==> config.mk <==
export PLATFORM = sky130hd
export DESIGN_NAME = expr_tx
export DESIGN_NICKNAME = d
export VERILOG_FILES = /design/src/rtl/expr_pkg.sv /design/src/rtl/expr_tx_num_split.sv /design/src/rtl/expr_tx.sv
export SDC_FILE = /design/constraint.sdc
export NUM_CORES = 1
export LEC_CHECK = 0
export CORE_MARGIN = 2
export CORE_UTILIZATION = 46
export DETAILED_ROUTE_END_ITERATION = 8
export GPL_ROUTABILITY_DRIVEN = 0
export MAX_ROUTING_LAYER = met4
export PLACE_DENSITY = 0.78
export SYNTH_ARGS = -nofsm -noshare
export SYNTH_HDL_FRONTEND = slang
export SYNTH_SLANG_ARGS = --single-unit
==> constraint.sdc <==
create_clock -name clk -period 1.54 [get_ports clk]
set_input_delay 0.462 -clock clk [delete_from_list [all_inputs] [get_ports clk]]
set_output_delay 0.462 -clock clk [all_outputs]
set_load 0.05 [all_outputs]
==> src/rtl/expr_pkg.sv <==
// Shared definitions for the expression serializer.
// - Token codes as they appear on tok_kind.
// - ASCII constants for the characters the serializer can emit.
// - Grammar state encoding.
// - Small token/decode structs and a digit-to-ASCII helper.
package expr_pkg;

  // Token codes (3-bit tok_kind); 6 and 7 are unassigned and always illegal.
  localparam logic [2:0] TK_NUM  = 3'd0;
  localparam logic [2:0] TK_ADD  = 3'd1;
  localparam logic [2:0] TK_MUL  = 3'd2;
  localparam logic [2:0] TK_LPAR = 3'd3;
  localparam logic [2:0] TK_RPAR = 3'd4;
  localparam logic [2:0] TK_END  = 3'd5;

  // ASCII characters.
  localparam logic [7:0] ASC_LPAR = 8'h28;
  localparam logic [7:0] ASC_RPAR = 8'h29;
  localparam logic [7:0] ASC_MUL  = 8'h2A;
  localparam logic [7:0] ASC_ADD  = 8'h2B;
  localparam logic [7:0] ASC_0    = 8'h30;

  // Grammar states: expecting an operand or an operator, at top level or
  // inside a parenthesised group.
  typedef enum logic [1:0] {
    OPND_TOP = 2'd0,
    OP_TOP   = 2'd1,
    OPND_IN  = 2'd2,
    OP_IN    = 2'd3
  } gstate_e;

  // Incoming token as a single bundle.
  typedef struct packed {
    logic [2:0] kind;
    logic [6:0] val;
  } tok_t;

  // Per-token decode result: what the token does to the grammar and what
  // it puts on the character stream.
  typedef struct packed {
    logic       legal;  // token is allowed in the current state
    logic       fin;    // legal END: closes the expression
    logic       emit;   // token produces at least one character
    logic       split;  // a units digit follows the first character
    logic [7:0] first;  // first character emitted
  } dec_t;

  // Decimal digit 0..9 to its ASCII character.
  function automatic logic [7:0] digit_ch(input logic [3:0] d);
    return ASC_0 + {4'd0, d};
  endfunction

endpackage

==> src/rtl/expr_tx_num_split.sv <==
// num_split: combinational split of a 7-bit operand into decimal digits.
// Ports:
//   val       in  7  operand value (0..127)
//   tens      out 4  val / 10
//   units     out 4  val % 10
//   two_digit out 1  val >= 10, i.e. a tens digit must be emitted
// Values above 99 produce tens > 9; the caller rejects those before use.
module num_split (
  input  logic [6:0] val,
  output logic [3:0] tens,
  output logic [3:0] units,
  output logic       two_digit
);

  always_comb begin
    tens      = 4'(val / 7'd10);
    units     = 4'(val - 7'(tens) * 7'd10);
    two_digit = (val >= 7'd10);
  end

endmodule

==> src/rtl/expr_tx.sv <==
// expr_tx: serializes a token stream into an ASCII arithmetic expression.
// Grammar: operand (op operand)*, operand = number | "(" number (op number)* ")".
// Illegal tokens are consumed silently except for a one-cycle err pulse and
// leave the grammar state untouched; a legal END pulses done.
// Ports:
//   clk        in   1  clock, posedge
//   clr        in   1  asynchronous active-high reset
//   tok_valid  in   1  token offered
//   tok_ready  out  1  token accepted on posedge when tok_valid && tok_ready
//   tok_kind   in   3  token code (see expr_pkg)
//   tok_val    in   7  operand value for NUM
//   ch         out  8  ASCII character
//   ch_valid   out  1  ch holds a character
//   ch_ready   in   1  character consumed on posedge when ch_valid && ch_ready
//   err        out  1  pulse after an illegal token is accepted
//   done       out  1  pulse after a legal END is accepted
module expr_tx
  import expr_pkg::*;
#(
  parameter int NUM_MAX = 99
) (
  input  logic       clk,
  input  logic       clr,
  input  logic       tok_valid,
  output logic       tok_ready,
  input  logic [2:0] tok_kind,
  input  logic [6:0] tok_val,
  output logic [7:0] ch,
  output logic       ch_valid,
  input  logic       ch_ready,
  output logic       err,
  output logic       done
);

  localparam logic [6:0] MAX_V = 7'(NUM_MAX);

  tok_t       tok;
  dec_t       dec;
  gstate_e    st, st_nxt;
  logic       pend;       // units digit waiting behind the tens digit
  logic [3:0] units_q;
  logic [3:0] tens, units;
  logic       two_digit;
  logic       num_ok, is_op;
  logic       accept, consume;

  assign tok = {tok_kind, tok_val};

  num_split u_split (
    .val       (tok.val),
    .tens      (tens),
    .units     (units),
    .two_digit (two_digit)
  );

  assign num_ok  = (tok.kind == TK_NUM) && (tok.val <= MAX_V);
  assign is_op   = (tok.kind == TK_ADD) || (tok.kind == TK_MUL);
  assign accept  = tok_valid && tok_ready;
  assign consume = ch_valid && ch_ready;

  // State register. Illegal tokens leave st_nxt == st.
  always_ff @(posedge clk or posedge clr) begin
    if (clr)         st <= OPND_TOP;
    else if (accept) st <= st_nxt;
  end

  // Next-state: legality of the offered token in the current state.
  always_comb begin
    st_nxt    = st;
    dec.legal = 1'b0;
    dec.fin   = 1'b0;
    case (st)
      OPND_TOP: begin
        if (num_ok) begin
          dec.legal = 1'b1;
          st_nxt    = OP_TOP;
        end else if (tok.kind == TK_LPAR) begin
          dec.legal = 1'b1;
          st_nxt    = OPND_IN;
        end
      end
      OP_TOP: begin
        if (is_op) begin
          dec.legal = 1'b1;
          st_nxt    = OPND_TOP;
        end else if (tok.kind == TK_END) begin
          dec.legal = 1'b1;
          dec.fin   = 1'b1;
          st_nxt    = OPND_TOP;
        end
      end
      OPND_IN: begin
        if (num_ok) begin
          dec.legal = 1'b1;
          st_nxt    = OP_IN;
        end
      end
      OP_IN: begin
        if (is_op) begin
          dec.legal = 1'b1;
          st_nxt    = OPND_IN;
        end else if (tok.kind == TK_RPAR) begin
          dec.legal = 1'b1;
          st_nxt    = OP_TOP;
        end
      end
      default: ;
    endcase
  end

  // Outputs: handshake and the character(s) a legal token produces.
  // A pending units digit blocks new tokens so it always follows its tens
  // digit directly.
  always_comb begin
    tok_ready = (!ch_valid || ch_ready) && !pend;
    dec.emit  = dec.legal && (tok.kind != TK_END);
    dec.split = 1'b0;
    dec.first = ASC_0;
    case (tok.kind)
      TK_NUM: begin
        dec.first = two_digit ? digit_ch(tens) : digit_ch(units);
        dec.split = two_digit;
      end
      TK_ADD:  dec.first = ASC_ADD;
      TK_MUL:  dec.first = ASC_MUL;
      TK_LPAR: dec.first = ASC_LPAR;
      TK_RPAR: dec.first = ASC_RPAR;
      default: ;
    endcase
  end

  // Character register and event pulses.
  // accept implies !pend, so the three load cases below never overlap.
  always_ff @(posedge clk or posedge clr) begin
    if (clr) begin
      ch       <= 8'h00;
      ch_valid <= 1'b0;
      pend     <= 1'b0;
      units_q  <= 4'd0;
      err      <= 1'b0;
      done     <= 1'b0;
    end else begin
      err  <= accept && !dec.legal;
      done <= accept && dec.fin;
      if (pend && consume) begin
        // Tens digit leaves, units digit takes its place; ch_valid stays high.
        ch   <= digit_ch(units_q);
        pend <= 1'b0;
      end else if (accept && dec.emit) begin
        ch       <= dec.first;
        ch_valid <= 1'b1;
        pend     <= dec.split;
        units_q  <= units;
      end else if (consume) begin
        ch_valid <= 1'b0;
      end
    end
  end

endmodule

# Word-level counts from Yosys, hierarchy flattened
# Cells that the tools add are included.
# totals
reg_bits	18
# op_classes
n_reduce_logical	21
muxes	27
eq_ne	13
order_cmp	2
add_sub_neg	4
multipliers	1
bitwise	1
n_div	1
# ops
operator	count
7-bit case mux with 5 select lines	1
6-bit by 4-bit adder with 7-bit output, first input constant	3
2-bit two-way mux	8
8-bit two-way mux	2
1-bit two-way mux	13
3-bit != test, second input constant	4
1-bit logical AND	9
2-bit case mux with 4 select lines	1
7-bit by 4-bit divider with 7-bit output, second input constant	1
7-bit by 4-bit greater-or-equal comparator with 1-bit output, second input constant	1
7-bit <= comparator, second input constant	1
7-bit two-way mux	1
3-bit by 2-bit == test with 1-bit output, second input constant	2
3-bit == test, second input constant	2
5-bit AND reduction	1
2-bit == test, second input constant	2
4-bit by 3-bit multiplier with 3-bit output, second input constant	1
1-bit case mux with 4 select lines	1
2-bit AND reduction	2
2-bit nonzero test	2
4-bit subtractor	1
3-bit by 1-bit == test with 1-bit output, second input constant	1
1-bit logical NOT	3
3-bit logical NOT	1
5 further kinds	6

# Depth between registers and ports, before layout
# Gate-level depths: netlist of run 1.
# logic_depth
ltp_word	8
depth_mapped	15

# Hierarchy
# From an unflattened synthesis of run 1, not the netlist that was laid out.
# unflattened
cells_unflattened	138
area_unflattened_um2	1361.3
# modules_own_cells
mod	instances	area_each_um2	seq_area_each_um2	cells_per_inst
expr_tx	1	927.1	400.4	80
num_split	1	434.2	0.0	58

# Worst setup path before layout of run 1
# No wires, ideal clock.
# synth_path
path_type	input to register
startpoint	input tok_val[3]
endpoint	register units_q[3]
path_slack_ps	-1590
path_stages	15
t_arrival_ps	3005
path_cell_list	buf_2 nor4b_1 a211oi_1 a31oi_1 ha_1 nand2b_1 a22oi_1 a22oi_1 o21ai_1 inv_1 ha_1 fa_1 xnor2_1 xnor2_1 mux2_2
# synth_via
elab_chain_cells	7
# synth_rtl
element	line	rtl
start, declared	expr_tx.sv:27	input logic [6:0] tok_val,
parallel branches: the longest is 7 deep, another holds 7-bit by 4-bit divider with 7-bit output	--	
end signal, assigned	expr_tx.sv:153	units_q <= units;
end, declared	expr_tx.sv:41	logic [3:0] units_q;
# Parallel ways; which one is timed is not known.
# A chain may end at the register's enable or synchronous reset.

# Worst setup path in the final report of run 1
# layout_path
startpoint	input tok_val[5]
endpoint	register units_q[3]
# The elaborated chain is that of the path after synthesis.

==> results.yml, run 1 <==
clock_network:
  clkSinkCount: 16
  worst_skew_pair_later_pin_latency_ns: 0.30
  clk_pin_slew_ns: 0.10
  cts_made_buffers: 3
  cts_max_level: 1
  cts-root-buf: "sky130_fd_sc_hd__clkbuf_4"
  tritoncts: "done"
  hold_fix_buffers_at_cts: 0
  ctsLongestPathBuffers: 2
power:
  internal_power_uw: 1870
  seq_power_share_pct: 24.0
  cellLeakagePower_uw: 0.00109
  power.density_nw_per_um2: 1370
  clock_power_share_pct: 9.1
  total_power_uw: 3250
  switching_share_pct: 42.5
  share_comb_of_total_power_pct: 66.8
  power.ir.vdd_worst_v: 0.00133
  p_switching_uw: 1380
global_route:
  first_global_vias: 1574
  grt_first_pass_wirelength_um: 7370
  grt_antenna_before_repair: 0
  grt_start_max_net_pins: 17
  global_route.usage.total_pct: 30.2
  gr-total-overflow: 0
critical_path:
  worstSetupStartpointType: "input port"
  critical_path.startpoint: "tok_val[5]"
  most_numerous_cell_on_the_critical_path: "sky130_fd_sc_hd__xnor2_2"
  crit-reg2reg-launch: "st[1]"
  path_class: "input port to flip-flop"
  worst_r2r_path_depth: 7
  cpMaxStageDelayCell: "sky130_fd_sc_hd__fa_2"
  setup.worst_path.end_class: "flip-flop"
  critical_path.max_fanout: 5
  worst_r2r_endpoint: "ch[5]"
  cp_cell_sequence: "buf_4, nor4b_4, a211oi_2, a31oi_2, ha_1, nand2b_1, a22oi_2, a22oi_1, o21ai_1, inv_1, ha_2, fa_2, xnor2_2, xnor2_2, mux2_4"
  worst_path_largest_cell_delay_ns: 0.36
  regToRegSetupSlack_ns: -0.34
  arrival_ns: 3.07
  cp_data_required_time_ns: 1.73
synth:
  post-synth-top-count-cell: "sky130_fd_sc_hd__dfrtp_1"
  synthDominantAreaCellType: "sky130_fd_sc_hd__dfrtp_1"
  post_synth_main_area_contributors: "sky130_fd_sc_hd__dfrtp_1 (31%), sky130_fd_sc_hd__nand2b_1 (4.4%), sky130_fd_sc_hd__o21ai_0 (4.3%), sky130_fd_sc_hd__nand2_1 (3.2%), sky130_fd_sc_hd__nor2_1 (3.2%)"
  syn_avg_cell_area_um2: 8.75
  post-synth-top-area-fraction_pct: 31.1
  share_of_synthesized_flip_flops_with_an_asynchronous_set_or_reset_pct: 100
  ys_seq_area_share_pct: 31.1
  commonest_cells_in_the_synthesized_netlist: "sky130_fd_sc_hd__dfrtp_1 (16), sky130_fd_sc_hd__nand2_1 (11), sky130_fd_sc_hd__nor2_1 (11), sky130_fd_sc_hd__o21ai_0 (11), sky130_fd_sc_hd__inv_1 (10)"
  synth-warning-count: 0
  netlist_instances: 147
  synth.ff_latch_count: 16
  yosys_most_used_dff: "sky130_fd_sc_hd__dfrtp_1"
  synth_cell_types: 47
  syn-cell-area_um2: 1290
  synth-edff-count: 0
run_status:
  run_status: "finished with violations"
  failing_checks: "setup timing"
detailed_routing:
  postRouteAntennaNets: 0
  post_drt_wl_per_cell_um: 18.7
  dr.first_iter.drc_count: 94
  routed_wl_um: 4890
  post-route-drc-count: 0
  post_drt_via_cell_ratio: 5.96
  detailroute.via_count: 1561
  drt-pass1-iter-count: 4
floorplan:
  dieWidth_um: 56.9
  row_count: 19
  dieHeight_um: 56.9
  die_area_um2: 3240
  floorplan.initialDensity_pct: 47.5
  boundaryPins: 26
  fp.coreArea_um2: 2710
sta:
  final.min_clock_period_ns: 2.87
  timing.setup.tns_ns: -9.47
  final_min_period_over_clock_period_pct: 187
  postLayoutSetupSlackWorst_ns: -1.33
  rsz_0062_raised_after_global_routing: "true"
  timing_hold_violations_final: 0
  final-max-slew-violation-count: 0
  setup_viol: 15
  timing.clock.skew_ns: 0.00489
  clock.fmax_mhz: 348
layout:
  final_cell_count_no_fill: 262
  finish.utilization_pct: 87.3
  flow.area_growth_from_synthesis_pct: 83.9
  finish.net_count: 249
  antenna-diode-count: 0
  layout-drive-gt1-share_pct: 55.4
placement:
  numPlacedInstances: 238
  post-dp-hpwl_um: 2860
  input_output_buffers: 23
worst_hold_path:
  holdCritPathClass: "input port to async pin"
flow_run:
  maxCapViolations: 0
-- layout by cell type (no fill, tap or decap), drive strengths merged, types with 2 or more instances in the layout --
| cell type | n |
|---|---|
| a211o | 2 |
| a211oi | 2 |
| a21o | 3 |
| a21oi | 9 |
| a22oi | 3 |
| a2bb2oi | 3 |
| a31oi | 4 |
| buf | 85 |
| clkbuf | 5 |
| clkdlybuf4s50 | 4 |
| conb | 2 |
| dfrtp | 16 |
| ha | 2 |
| inv | 10 |
| mux2 | 2 |
| nand2 | 11 |
| nand2b | 9 |
| nor2 | 11 |
| nor3 | 7 |
| o21ai | 14 |
| o221ai | 2 |
| xnor2 | 4 |
-- what timing repair did --
item                       4_1_cts  5_1_grt
gates resized for setup         63       18
setup endpoints to repair       17       15
pin swaps                       23       20
setup buffers                   15        7
-- metrics by stage --
| step | hold WS, ns | cell area [um^2] | worst slack [ns] |
|---|---|---|---|
| 4_1_cts | 0.477 | 2260 | -1.44 |
| 3_5_place_dp | 0.501 | 2040 | -2.19 |
| 2_1_floorplan | 0.376 | 1450 | -1.45 |
| 3_3_place_gp | 0.497 | 2040 | -1.99 |
| 6_report | 0.465 | 2360 | -1.33 |
| 5_1_grt | 0.495 | 2360 | -1.48 |
-- layer usage --
| metal | track usage [%] | routed length [um] |
|---|---|---|
| met5 | - | 0 |
| met2 | 56.2 | 2620 |
| met3 | 2.53 | 207 |
| met1 | 30.9 | 1810 |
| met4 | 15.9 | 252 |
-- sequential cells by signal, summed over array words and instances, names as in the netlist --
signal / flops
done: 1
ch_valid: 1
units_q: 4
st: 2
pend: 1
err: 1
ch: 6
-- cell families after synthesis --
group	Yosys count	share of synthesized area (%)
xor+xnor	4	2.72
flops	16	31.1
other cells	1	0.292
fa+ha+maj	4	4.28
buf+inv	22	9.92
mux	3	2.53
simple gates	47	19.8
compound gates	50	29.3
-- power groups by stage --
stage	Sequential (uW)	Clock (uW)	Combinational (uW)
6_report	781	296	2170
5_1_grt	793	311	2260
2_1_floorplan	1010	0	710
3_5_place_dp	770	0	1800
3_3_place_gp	756	0	1740
4_1_cts	771	289	1980
-- critical path: cells and delay by family --
family	cells	cell delay (ns)
adders and majority gates	3	0.84
AOI/OAI and AO/OA	5	0.73
xor gates and xnor gates	2	0.33
muxes	1	0.27
and+or+nand+nor	2	0.23
buffers and inverters	2	0.20
-- final cells by class --
cell class | count | area (um^2)
Multi-Input combinational cell | 110 | 951
Timing Repair Buffer | 91 | 900
Sequential cell | 16 | 402
Fill cell | 130 | 345
Tap cell | 31 | 38.8
Inverter | 10 | 37.5
Clock buffer | 4 | 36.3
-- worst max-delay path by stage --
stage               slack [ns]         end  depth (start not counted)
floorplan                -1.45  units_q[3]                         15
global placement         -1.99       ch[3]                         15
detailed placement       -2.19  units_q[3]                         16
CTS                      -1.44       ch[3]                         16
global route             -1.48       ch[3]                         15
finish                   -1.33  units_q[3]                         15
Power figures use the tool's default switching activity.
==> inputs of run 2 (changes only) <==
- SKIP_LAST_GASP: default -> 1
==> run 2 against run 1 <==
The run still ends with setup timing left. Combinational power about the same. Fmax about the same. Via count decreased by 0.90%. Clock power about the same. Critical endpoint is now ch[3]. Highest routed layer unchanged.
==> results.yml, run 2 (same netlist as run 1, synthesis figures left out) <==
run_status:
  run_status: "finished with violations"
  failing_checks: "setup timing"
critical_path:
  critical_path_depth: 15
  worst_path_largest_cell_delay_ns: 0.36
  crit-reg2reg-launch: "st[1]"
  path_delay_family: "compound AO/OA/AOI/OAI gates"
  critical_path.startpoint: "tok_val[5]"
  arrival_ns: 3.07
  setup.worst_path.end_class: "flip-flop"
  crit_buf_inv: 2
  cp_data_required_time_ns: 1.73
  path_class: "input port to flip-flop"
  cp_cell_sequence: "buf_4, nor4b_4, a211oi_2, a31oi_2, ha_1, nand2b_1, a22oi_2, a22oi_1, o21ai_1, inv_1, ha_2, fa_2, xnor2_2, xnor2_2, a311o_1"
  worst_r2r_path_depth: 7
  most_numerous_cell_on_the_critical_path: "sky130_fd_sc_hd__xnor2_2"
  cpMaxStageDelayCell: "sky130_fd_sc_hd__fa_2"
  worstSetupStartpointType: "input port"
  critical_path.max_fanout: 5
detailed_routing:
  postRouteAntennaNets: 0
  drt-pass1-iter-count: 4
  detailroute.via_count: 1547
  dr.first_iter.drc_count: 77
  post_drt_via_cell_ratio: 5.90
  routed_wl_um: 4890
  post-route-drc-count: 0
  post_drt_wl_per_cell_um: 18.6
floorplan:
  fp.coreArea_um2: 2710
  row_count: 19
  dieWidth_um: 56.9
  die_area_um2: 3240
  dieHeight_um: 56.9
  boundaryPins: 26
  floorplan.initialDensity_pct: 47.5
clock_network:
  worst_skew_pair_later_pin_latency_ns: 0.30
  hold_fix_buffers_at_cts: 0
  cts_max_level: 1
  clk_pin_slew_ns: 0.10
  tritoncts: "done"
  clkSinkCount: 16
  cts-root-buf: "sky130_fd_sc_hd__clkbuf_4"
  cts_made_buffers: 3
  ctsLongestPathBuffers: 2
global_route:
  first_global_vias: 1574
  grt_first_pass_wirelength_um: 7370
  grt_antenna_before_repair: 0
  global_route.usage.total_pct: 30.2
  gr-total-overflow: 0
  grt_start_max_net_pins: 17
sta:
  timing.setup.tns_ns: -9.53
  postLayoutSetupSlackWorst_ns: -1.33
  timing.clock.skew_ns: 0.00274
  final.min_clock_period_ns: 2.87
  rsz_0062_raised_after_global_routing: "true"
  clock.fmax_mhz: 348
  final_min_period_over_clock_period_pct: 187
  timing_hold_violations_final: 0
  hold-worst-slack_ns: 0.471
  final-max-slew-violation-count: 0
  setup_viol: 15
flow_run:
  maxCapViolations: 0
power:
  total_power_uw: 3250
  power.ir.vdd_worst_v: 0.00133
  cellLeakagePower_uw: 0.00109
  power.density_nw_per_um2: 1370
layout:
  largest_register: "ch"
  antenna-diode-count: 0
  largest_register_ff_count: 6
  layout_top_registers: "ch (6), units_q (4), st (2)"
  final.fill_count: 132
  final_cell_count_no_fill: 262
  layout-drive-gt1-share_pct: 55.4
  layout.cells.most_common: "sky130_fd_sc_hd__buf_4"
  commonest_cells_after_routing_fill_and_taps_aside: "sky130_fd_sc_hd__buf_4 (54), sky130_fd_sc_hd__buf_6 (19), sky130_fd_sc_hd__dfrtp_1 (15)"
  flow.area_growth_from_synthesis_pct: 83.6
  finish.net_count: 249
  final_cell_area_um2: 2360
placement:
  post_dp_cell_area_um2: 2040
  numPlacedInstances: 238
  input_output_buffers: 23
  post-dp-hpwl_um: 2860
worst_hold_path:
  holdCritPathClass: "input port to async pin"
==> run 2: cell counts in the layout (fill, tap and decap cells not counted) <==
No cell type changed its count.
==> run 2: repair_timing <==
action | 4_1_cts | 5_1_grt
gates resized for setup | 63 | 17
setup buffers | 15 | 7
pin swaps | 23 | 20
setup endpoints to repair | 17 | 15
==> run 2: cell type report <==
| cell class | instances | area (um^2) | share of cell area (%) |
|---|---|---|---|
| clock buffers | 4 | 36.3 | 1.54 |
| multi-input cells | 110 | 951 | 40.3 |
| flip-flops and latches | 16 | 402 | 17.0 |
| well taps | 31 | 38.8 | 1.64 |
| inverters | 10 | 37.5 | 1.59 |
| repair buffers | 91 | 896 | 37.9 |
==> run 2: power by group <==
group          total (uW)  internal, uW  switching, uW
Sequential            782           595            187
Clock                 295           144            150
Combinational        2170          1130           1040
==> run 2: path summary, 6_finish.rpt <==
kind                       endpoint  slack [ns]
max reg2reg                   ch[5]       -0.34
max in group asynchronous  ch_valid        0.87
min in group clk           ch_valid        0.55
min reg2reg                   ch[1]        0.56
max                           ch[3]       -1.33
min                            done        0.47
==> run 2: per-stage QoR <==
stage	util (%)	setup WS (ns)
5_1_grt	87.1	-1.48
4_1_cts	83.3	-1.44
6_report	87.1	-1.33
2_1_floorplan	-	-1.45
3_5_place_dp	75.3	-2.19
3_3_place_gp	75.3	-1.99
==> run 2: worst register-to-register path, stage by stage, from the launching register on <==
cell	delay, ns
sky130_fd_sc_hd__dfrtp_1	0.40
sky130_fd_sc_hd__and4bb_2	0.26
sky130_fd_sc_hd__a211o_1	0.32
sky130_fd_sc_hd__o2111ai_4	0.11
sky130_fd_sc_hd__a21oi_4	0.08
sky130_fd_sc_hd__buf_6	0.14
sky130_fd_sc_hd__buf_6	0.12
sky130_fd_sc_hd__or3_1	0.34
==> run 2: metal layers <==
metal	global-route usage, %	vias to the layer above	wire, um
met2	56.2	79	2580
met1	30.9	744	1780
met5	-	-	0
met3	2.53	35	241
li1	-	689	-
met4	15.9	0	279
